<file path="config.mk">
export PLATFORM = sky130hd
export DESIGN_NAME = program_loader_flat
export DESIGN_NICKNAME = d
export VERILOG_FILES = /design/src/rtl/program_loader_pkg.sv /design/src/rtl/program_loader_if.sv /design/src/rtl/program_loader.sv /design/src/flat_wrapper.sv
export SDC_FILE = /design/constraint.sdc
export NUM_CORES = 1
export LEC_CHECK = 0
export CAP_MARGIN = 20
export CORE_MARGIN = 4
export CORE_UTILIZATION = 47
export CTS_BUF_LIST = sky130_fd_sc_hd__clkbuf_8
export DETAILED_ROUTE_END_ITERATION = 12
export PLACE_DENSITY = 0.79
export RECOVER_POWER = 100
export SLEW_MARGIN = 40
export SYNTH_ARGS = -nofsm -noshare
export SYNTH_HDL_FRONTEND = slang
export SYNTH_SLANG_ARGS = --single-unit
</file>
<file path="constraint.sdc">
create_clock -name clk -period 1.8 [get_ports clk]
set_input_delay 0.27 -clock clk [delete_from_list [all_inputs] [get_ports clk]]
set_output_delay 0.27 -clock clk [all_outputs]
set_load 0.03 [all_outputs]
</file>
<file path="src/rtl/program_loader_pkg.sv">
`default_nettype none
// ============================================================================
// Package  : definitions
// Purpose  : Shared byte and memory-control encodings for the loader and mem_unit.
// Revision : 1.0 - initial release
// ============================================================================
package definitions;

    typedef logic [7:0] BYTE;

    typedef enum logic [1:0] {
        MEM_NOP   = 2'd0,
        MEM_READ  = 2'd1,
        MEM_WRITE = 2'd2
    } MEM_OP;

    typedef enum logic [1:0] {
        MEM_FROM_ALU    = 2'd0,
        MEM_FROM_REG    = 2'd1,
        MEM_FROM_LOADER = 2'd2
    } MEM_SRC;

    typedef enum logic [1:0] {
        ADDR_FROM_PC     = 2'd0,
        ADDR_FROM_ALU    = 2'd1,
        ADDR_FROM_LOADER = 2'd2
    } MEM_ADDR;

endpackage
`default_nettype wire

</file>
<file path="src/rtl/program_loader_if.sv">
`default_nettype none
// ============================================================================
// Interface : program_loader_if
// Purpose   : Valid/ready program byte stream into the loader.
// Revision  : 1.0 - initial release
// ============================================================================
interface program_loader_if;
    import definitions::*;

    BYTE  in_data;
    logic in_valid;
    logic in_last;
    logic in_ready;

    modport master (output in_data, output in_valid, output in_last, input in_ready);
    modport slave  (input in_data, input in_valid, input in_last, output in_ready);

endinterface
`default_nettype wire

</file>
<file path="src/rtl/program_loader.sv">
`default_nettype none
// ============================================================================
// Module   : program_loader
// Purpose  : Streams program bytes into consecutive memory addresses via mem_unit.
//            Optional trailing checksum byte when LOADER_CHECKSUM_EN is defined.
// Revision : 1.0 - initial release
// ============================================================================
module program_loader
    import definitions::*;
#(
    parameter int ADDR_W = 8
) (
    input  wire logic              clk,
    input  wire logic              reset,
    input  wire logic              start,
    input  wire logic [ADDR_W-1:0] base_addr,
    program_loader_if.slave        in_if,
    output BYTE                    loader_out,
    output logic [ADDR_W-1:0]      loader_addr,
    output MEM_OP                  mem_op,
    output MEM_SRC                 mem_src,
    output MEM_ADDR                mem_addr,
    output logic                   busy,
    output logic                   done,
    output logic                   err,
    output logic [ADDR_W:0]        load_count,
    output BYTE                    loader_sum
);

    typedef enum logic [1:0] {
        S_IDLE  = 2'd0,
        S_LOAD  = 2'd1,
`ifdef LOADER_CHECKSUM_EN
        S_CHECK = 2'd3,
`endif
        S_FAIL  = 2'd2
    } state_t;

    state_t            state_q;
    logic [ADDR_W-1:0] cnt_q;
    logic [ADDR_W-1:0] cnt_d;
    logic [ADDR_W-1:0] addr_q;
    BYTE               data_q;
    MEM_OP             op_q;
    logic              done_q;
    logic              err_q;
    logic [ADDR_W:0]   count_q;
    logic              ready;
    logic              at_max;

    // The counter saturates at the top address so it can never wrap onto low memory.
    assign at_max = (cnt_q == {ADDR_W{1'b1}});
    assign cnt_d  = at_max ? cnt_q : cnt_q + 1'b1;

`ifdef LOADER_CHECKSUM_EN
    BYTE sum_q;
    BYTE sum_d;
    assign sum_d = sum_q + in_if.in_data;
    assign ready = (state_q == S_LOAD) || (state_q == S_CHECK);
`else
    assign ready = (state_q == S_LOAD);
`endif

    always_ff @(posedge clk or posedge reset) begin
        if (reset) begin
            state_q <= S_IDLE;
            cnt_q   <= '0;
            addr_q  <= '0;
            data_q  <= '0;
            op_q    <= MEM_NOP;
            done_q  <= 1'b0;
            err_q   <= 1'b0;
            count_q <= '0;
`ifdef LOADER_CHECKSUM_EN
            sum_q   <= '0;
`endif
        end else begin
            op_q <= MEM_NOP;
            case (state_q)
                S_IDLE: begin
                    if (start) begin
                        cnt_q   <= base_addr;
                        count_q <= '0;
                        done_q  <= 1'b0;
                        err_q   <= 1'b0;
`ifdef LOADER_CHECKSUM_EN
                        sum_q   <= '0;
`endif
                        state_q <= S_LOAD;
                    end
                end
                S_LOAD: begin
                    if (in_if.in_valid) begin
                        data_q  <= in_if.in_data;
                        addr_q  <= cnt_q;
                        op_q    <= MEM_WRITE;
                        count_q <= count_q + 1'b1;
                        cnt_q   <= cnt_d;
`ifdef LOADER_CHECKSUM_EN
                        sum_q   <= sum_d;
`endif
                        if (in_if.in_last) begin
`ifdef LOADER_CHECKSUM_EN
                            state_q <= S_CHECK;
`else
                            done_q  <= 1'b1;
                            state_q <= S_IDLE;
`endif
                        end else if (at_max) begin
                            state_q <= S_FAIL;
                        end
                    end
                end
`ifdef LOADER_CHECKSUM_EN
                // The check byte only settles the verdict; it is never written.
                S_CHECK: begin
                    if (in_if.in_valid) begin
                        if (sum_d == 8'd0) begin
                            done_q  <= 1'b1;
                            state_q <= S_IDLE;
                        end else begin
                            state_q <= S_FAIL;
                        end
                    end
                end
`endif
                S_FAIL: begin
                    err_q   <= 1'b1;
                    state_q <= S_IDLE;
                end
                default: state_q <= S_IDLE;
            endcase
        end
    end

    assign in_if.in_ready = ready;
    assign loader_out     = data_q;
    assign loader_addr    = addr_q;
    assign mem_op         = op_q;
    assign mem_src        = MEM_FROM_LOADER;
    assign mem_addr       = ADDR_FROM_LOADER;
    assign busy           = (state_q != S_IDLE);
    assign done           = done_q;
    assign err            = err_q;
    assign load_count     = count_q;
`ifdef LOADER_CHECKSUM_EN
    assign loader_sum     = sum_q;
`else
    assign loader_sum     = '0;
`endif

endmodule
`default_nettype wire

</file>
<file path="src/flat_wrapper.sv">
// flat-port wrapper written by rule: the top's interface ports become plain ports
module program_loader_flat import definitions::*;
#(
    parameter int ADDR_W = 8
)
  (clk, reset, start, base_addr, loader_out, loader_addr, mem_op, mem_src, mem_addr, busy, done, err, load_count, loader_sum, in_if_in_data, in_if_in_valid, in_if_in_last, in_if_in_ready);
  program_loader_if in_if_i ();
  input  wire logic clk;
  input  wire logic reset;
  input  wire logic start;
  input  wire logic [ADDR_W-1:0] base_addr;
  output BYTE loader_out;
  output logic [ADDR_W-1:0] loader_addr;
  output MEM_OP mem_op;
  output MEM_SRC mem_src;
  output MEM_ADDR mem_addr;
  output logic busy;
  output logic done;
  output logic err;
  output logic [ADDR_W:0] load_count;
  output BYTE loader_sum;
  input wire logic [$bits(in_if_i.in_data)-1:0] in_if_in_data;
  input wire logic [$bits(in_if_i.in_valid)-1:0] in_if_in_valid;
  input wire logic [$bits(in_if_i.in_last)-1:0] in_if_in_last;
  output wire logic [$bits(in_if_i.in_ready)-1:0] in_if_in_ready;
  assign in_if_i.in_data = in_if_in_data;
  assign in_if_i.in_valid = in_if_in_valid;
  assign in_if_i.in_last = in_if_in_last;
  assign in_if_in_ready = in_if_i.in_ready;
  program_loader #(.ADDR_W(ADDR_W)) u_core (.clk(clk), .reset(reset), .start(start), .base_addr(base_addr), .in_if(in_if_i), .loader_out(loader_out), .loader_addr(loader_addr), .mem_op(mem_op), .mem_src(mem_src), .mem_addr(mem_addr), .busy(busy), .done(done), .err(err), .load_count(load_count), .loader_sum(loader_sum));
endmodule
</file>
==> flow_metrics.tcl <==
set metrics [dict create \
    status "completed" \
    end_kind "output port" \
    synth_fa_ha_area_share_pct 1.301 \
    pre_cts_ws_ns 0.06546 \
    cts_hold_buf 0 \
    dieArea_sq_mm 0.005179 \
    synthArstFlopShare_pct 100.0 \
    switchingPower_mw 1.549 \
    r2r_setup_slack_ns 0.14 \
    worst_r2r_endpoint "u_core.cnt_q[0]" \
    clk_latency_ns 0.29 \
    fin_nets 279 \
    setup_ws_ns 0.07380 \
    combPwrFrac_pct 46.7 \
    viasPerCell 5.200 \
    critPathTopFamily "buffers and inverters" \
    dr.pass1.iters 4 \
    ys.flop_type "dfrtp_1" \
    n_antenna_cell 0 \
    ant_nets 0 \
    rsz0062_at_grt "false" \
    dpl.hpwl_mm 3.225 \
    path_cells "dlygate4sd3_1" \
    numCtsBuffers 5 \
    synth_top_family_by_area "simple AND/OR/NAND/NOR gates" \
    r2r-start "u_core.cnt_q[0]" \
    cp.required_ns 1.53 \
    grt_usage_pct 16.90 \
    irDropWorstVdd_mv 0.8945 \
    crit_cells 1 \
    crit_buf_inv 1 \
    powerDensity_mw_per_mm2 1441 \
    clock_path_buffers 2 \
    setup_viol 0 \
    p_seq_share_pct 37.8 \
    synth_cells 196 \
    cts_tree "built" \
    ios 64 \
    drive_above_1_share_pct 10.89 \
    maxCapViolCount 0 \
    ys_types 44 \
    wl_per_cell_um 13.83 \
    synth_compound_area_share_pct 12.43 \
    cp-start-kind "flip-flop" \
    critPathKind "reg -> out" \
    r2r_cells 5 \
    crit_end "load_count[3]" \
    vias 1586 \
    max_freq_ghz 0.5793 \
    intPower_mw 2.098 \
    synth_area_sq_mm 0.001923 \
    cp_data_arrival_time_ns 1.46 \
    p_clk_share_pct 15.5 \
    grt_pass1_vias 1539 \
    critPathMaxStageDelay_ns 0.76 \
    hold_violations 0 \
    min_period_ns 1.726 \
    yosys-mux-area-fraction_pct 6.441 \
    path_clk_slew_ns 0.08 \
    worst_clock_skew_ns 0.007414 \
    slew_viol_final 0 \
    synthSimpleGateAreaFrac_pct 18.22 \
    start_util_pct 50.63 \
    final.period_utilization_pct 95.90 \
    drc 0 \
    whs_ns 0.4803 \
    sw_frac_of_total_pct 42.47 \
    clkSinkCount 38 \
    critPathMaxFanout 5 \
    grt_max_degree 39 \
    nFillCells 335 \
    wl_mm 4.218 \
    max_slew_margin_pct 38.44 \
    core_area_sq_mm 0.003799 \
    fp.dieH_um 71.97 \
    htree_num_levels 2 \
    ys_ff_latch 38 \
    cts_root_buffer "clkbuf_8" \
    port_buffers 50 \
    seq_area_frac_synth_pct 49.45 \
    critical-path-slowest-cell "dlygate4sd3_1" \
    setup_tns_ns 0 \
    synthXorXnorAreaFrac_pct 2.733 \
    syn-mean-instance-area_sq_um 9.812 \
    grt_pass1_wl_mm 6.913 \
    drt_iter0_markers 96 \
    ys_warn_count 0 \
    tightest_slew_ns 0.9234 \
    die_width_um 71.97 \
    place.gp.congestion 0.8489 \
    antenna_found_initial 0 \
    placementRows 22 \
    synth_edf_count 0 \
    grt_overflow 0 \
    cellLeakagePower_nw 1.182 \
    area_growth_pct 31.56 \
    hold_class "reg -> reg" \
    startpoint "u_core.load_count[3]" \
]
-- worst min path at each step --
stage,depth (start not counted),slack [ns],from,to
floorplan,1,0.40,in_if_in_data[5],u_core.loader_out[5]
global placement,2,0.46,u_core.loader_addr[1],u_core.loader_addr[1]
detailed placement,2,0.46,u_core.loader_addr[0],u_core.loader_addr[0]
CTS,3,0.41,reset,u_core.loader_out[2]
global route,2,0.50,u_core.loader_addr[0],u_core.loader_addr[0]
finish,2,0.48,u_core.loader_addr[7],u_core.loader_addr[7]
-- cell usage after synthesis (all sizes together), types with 2 or more instances --
master,number,area share [%]
nand3,7,1.8
and3,3,0.98
xor2,2,0.91
nand2b,2,0.65
a22oi,2,0.78
dfrtp,38,49
o22ai,3,0.98
nor3,3,0.78
conb,2,0.39
mux2,8,4.7
o21ai,14,3.6
a31oi,2,0.65
xnor2,4,1.8
buf,18,7.1
a21oi,10,2.8
nor4,2,1.3
nand4,3,0.98
and4,2,0.91
nor2b,2,0.65
o22a,2,0.91
nor2,17,3.3
nand2,24,4.7
nand3b,2,0.98
ha,2,1.3
mux2i,3,1.8
inv,9,1.8
-- stage by stage --
stage / total power, mW / utilization, % / instances / cell area [sq um]
after CTS: 3.767 / 67.46 / 305 / 2562
after detailed placement: 3.201 / 65.22 / 297 / 2477
after global placement: 3.164 / 65.22 / 297 / 2477
after global routing: 3.886 / 66.60 / 305 / 2530
after floorplan: 2.492 / - / 207 / 1964
final: 3.647 / 66.60 / 305 / 2530
-- routing by layer --
metal	vias to the layer above	share of wire (%)	GRT usage, %	wire (um)
met5	-	0	0	0
met3	5	6.9	4.986	289
met1	760	43	20.37	1799
met4	0	1.1	6.054	48
li1	773	-	-	-
met2	48	49	28.67	2081
-- state kept, by name (all words and copies together) (netlist names) --
signal	count
u_core.load_count	9
u_core.loader_out	8
u_core.state_q	2
u_core.loader_addr	8
u_core.mem_op	1
u_core.done	1
u_core.cnt_q	8
u_core.err	1
-- power by group through the flow --
stage | clock network [mW] | logic, mW | registers, mW
floorplan | 0 | 0.738 | 1.75
global placement | 0 | 1.78 | 1.39
detailed placement | 0 | 1.80 | 1.40
CTS | 0.579 | 1.80 | 1.38
global route | 0.616 | 1.85 | 1.42
finish | 0.565 | 1.70 | 1.38
-- placed cells by master, fill, tap and decap left out, types with 2 or more instances in the layout --
cell type and n:
a21oi_1 9, a22oi_1 2, a31oi_1 2, and3_1 3, and4_1 2, buf_4 5
clkbuf_1 3, clkbuf_2 2, clkbuf_8 5, clkdlybuf4s50_1 21, conb_1 13, dfrtp_1 38
dlygate4sd3_1 27, ha_1 2, inv_1 8, inv_2 2, mux2_1 2, mux2_2 6
mux2i_1 3, nand2_1 24, nand2b_1 2, nand3_1 7, nand4_1 3, nor2_1 17
nor2b_1 2, nor3_1 3, nor4_1 2, o21ai_0 13, o22a_1 2, o22ai_1 3
xnor2_1 4, xor2_1 2
-- repair_timing --
action / CTS / global route
buffers inserted: 0 / 0
setup endpoints to repair: 1 / 0
gates resized for setup: 1 / 0
endpoints found under the hold margin: 0 / 0
-- cell type report --
type	instances	area [sq um]	share of cell area, %
Clock buffer	5	68.82	2.720
Clock inverter	3	17.52	0.6924
Inverter	9	33.78	1.335
Multi-Input combinational cell	141	823.3	32.54
Sequential cell	38	950.9	37.59
Tap cell	48	60.06	2.374
Timing Repair Buffer	61	575.6	22.75
-- kinds of logic (layout without fill, tap and decap cells) --
kind of cell             after synthesis  in the layout
AND/OR/NAND/NOR                       70             70
AO/OA/AOI/OAI                         39             39
flip-flops                            38             38
buffers and inverters                 28             78
multiplexers                          11             11
XOR/XNOR                               6              6
adder cells (fa/ha/maj)                2              2
other                                  2             13
Note: power is estimated with default switching activity, not from simulation.
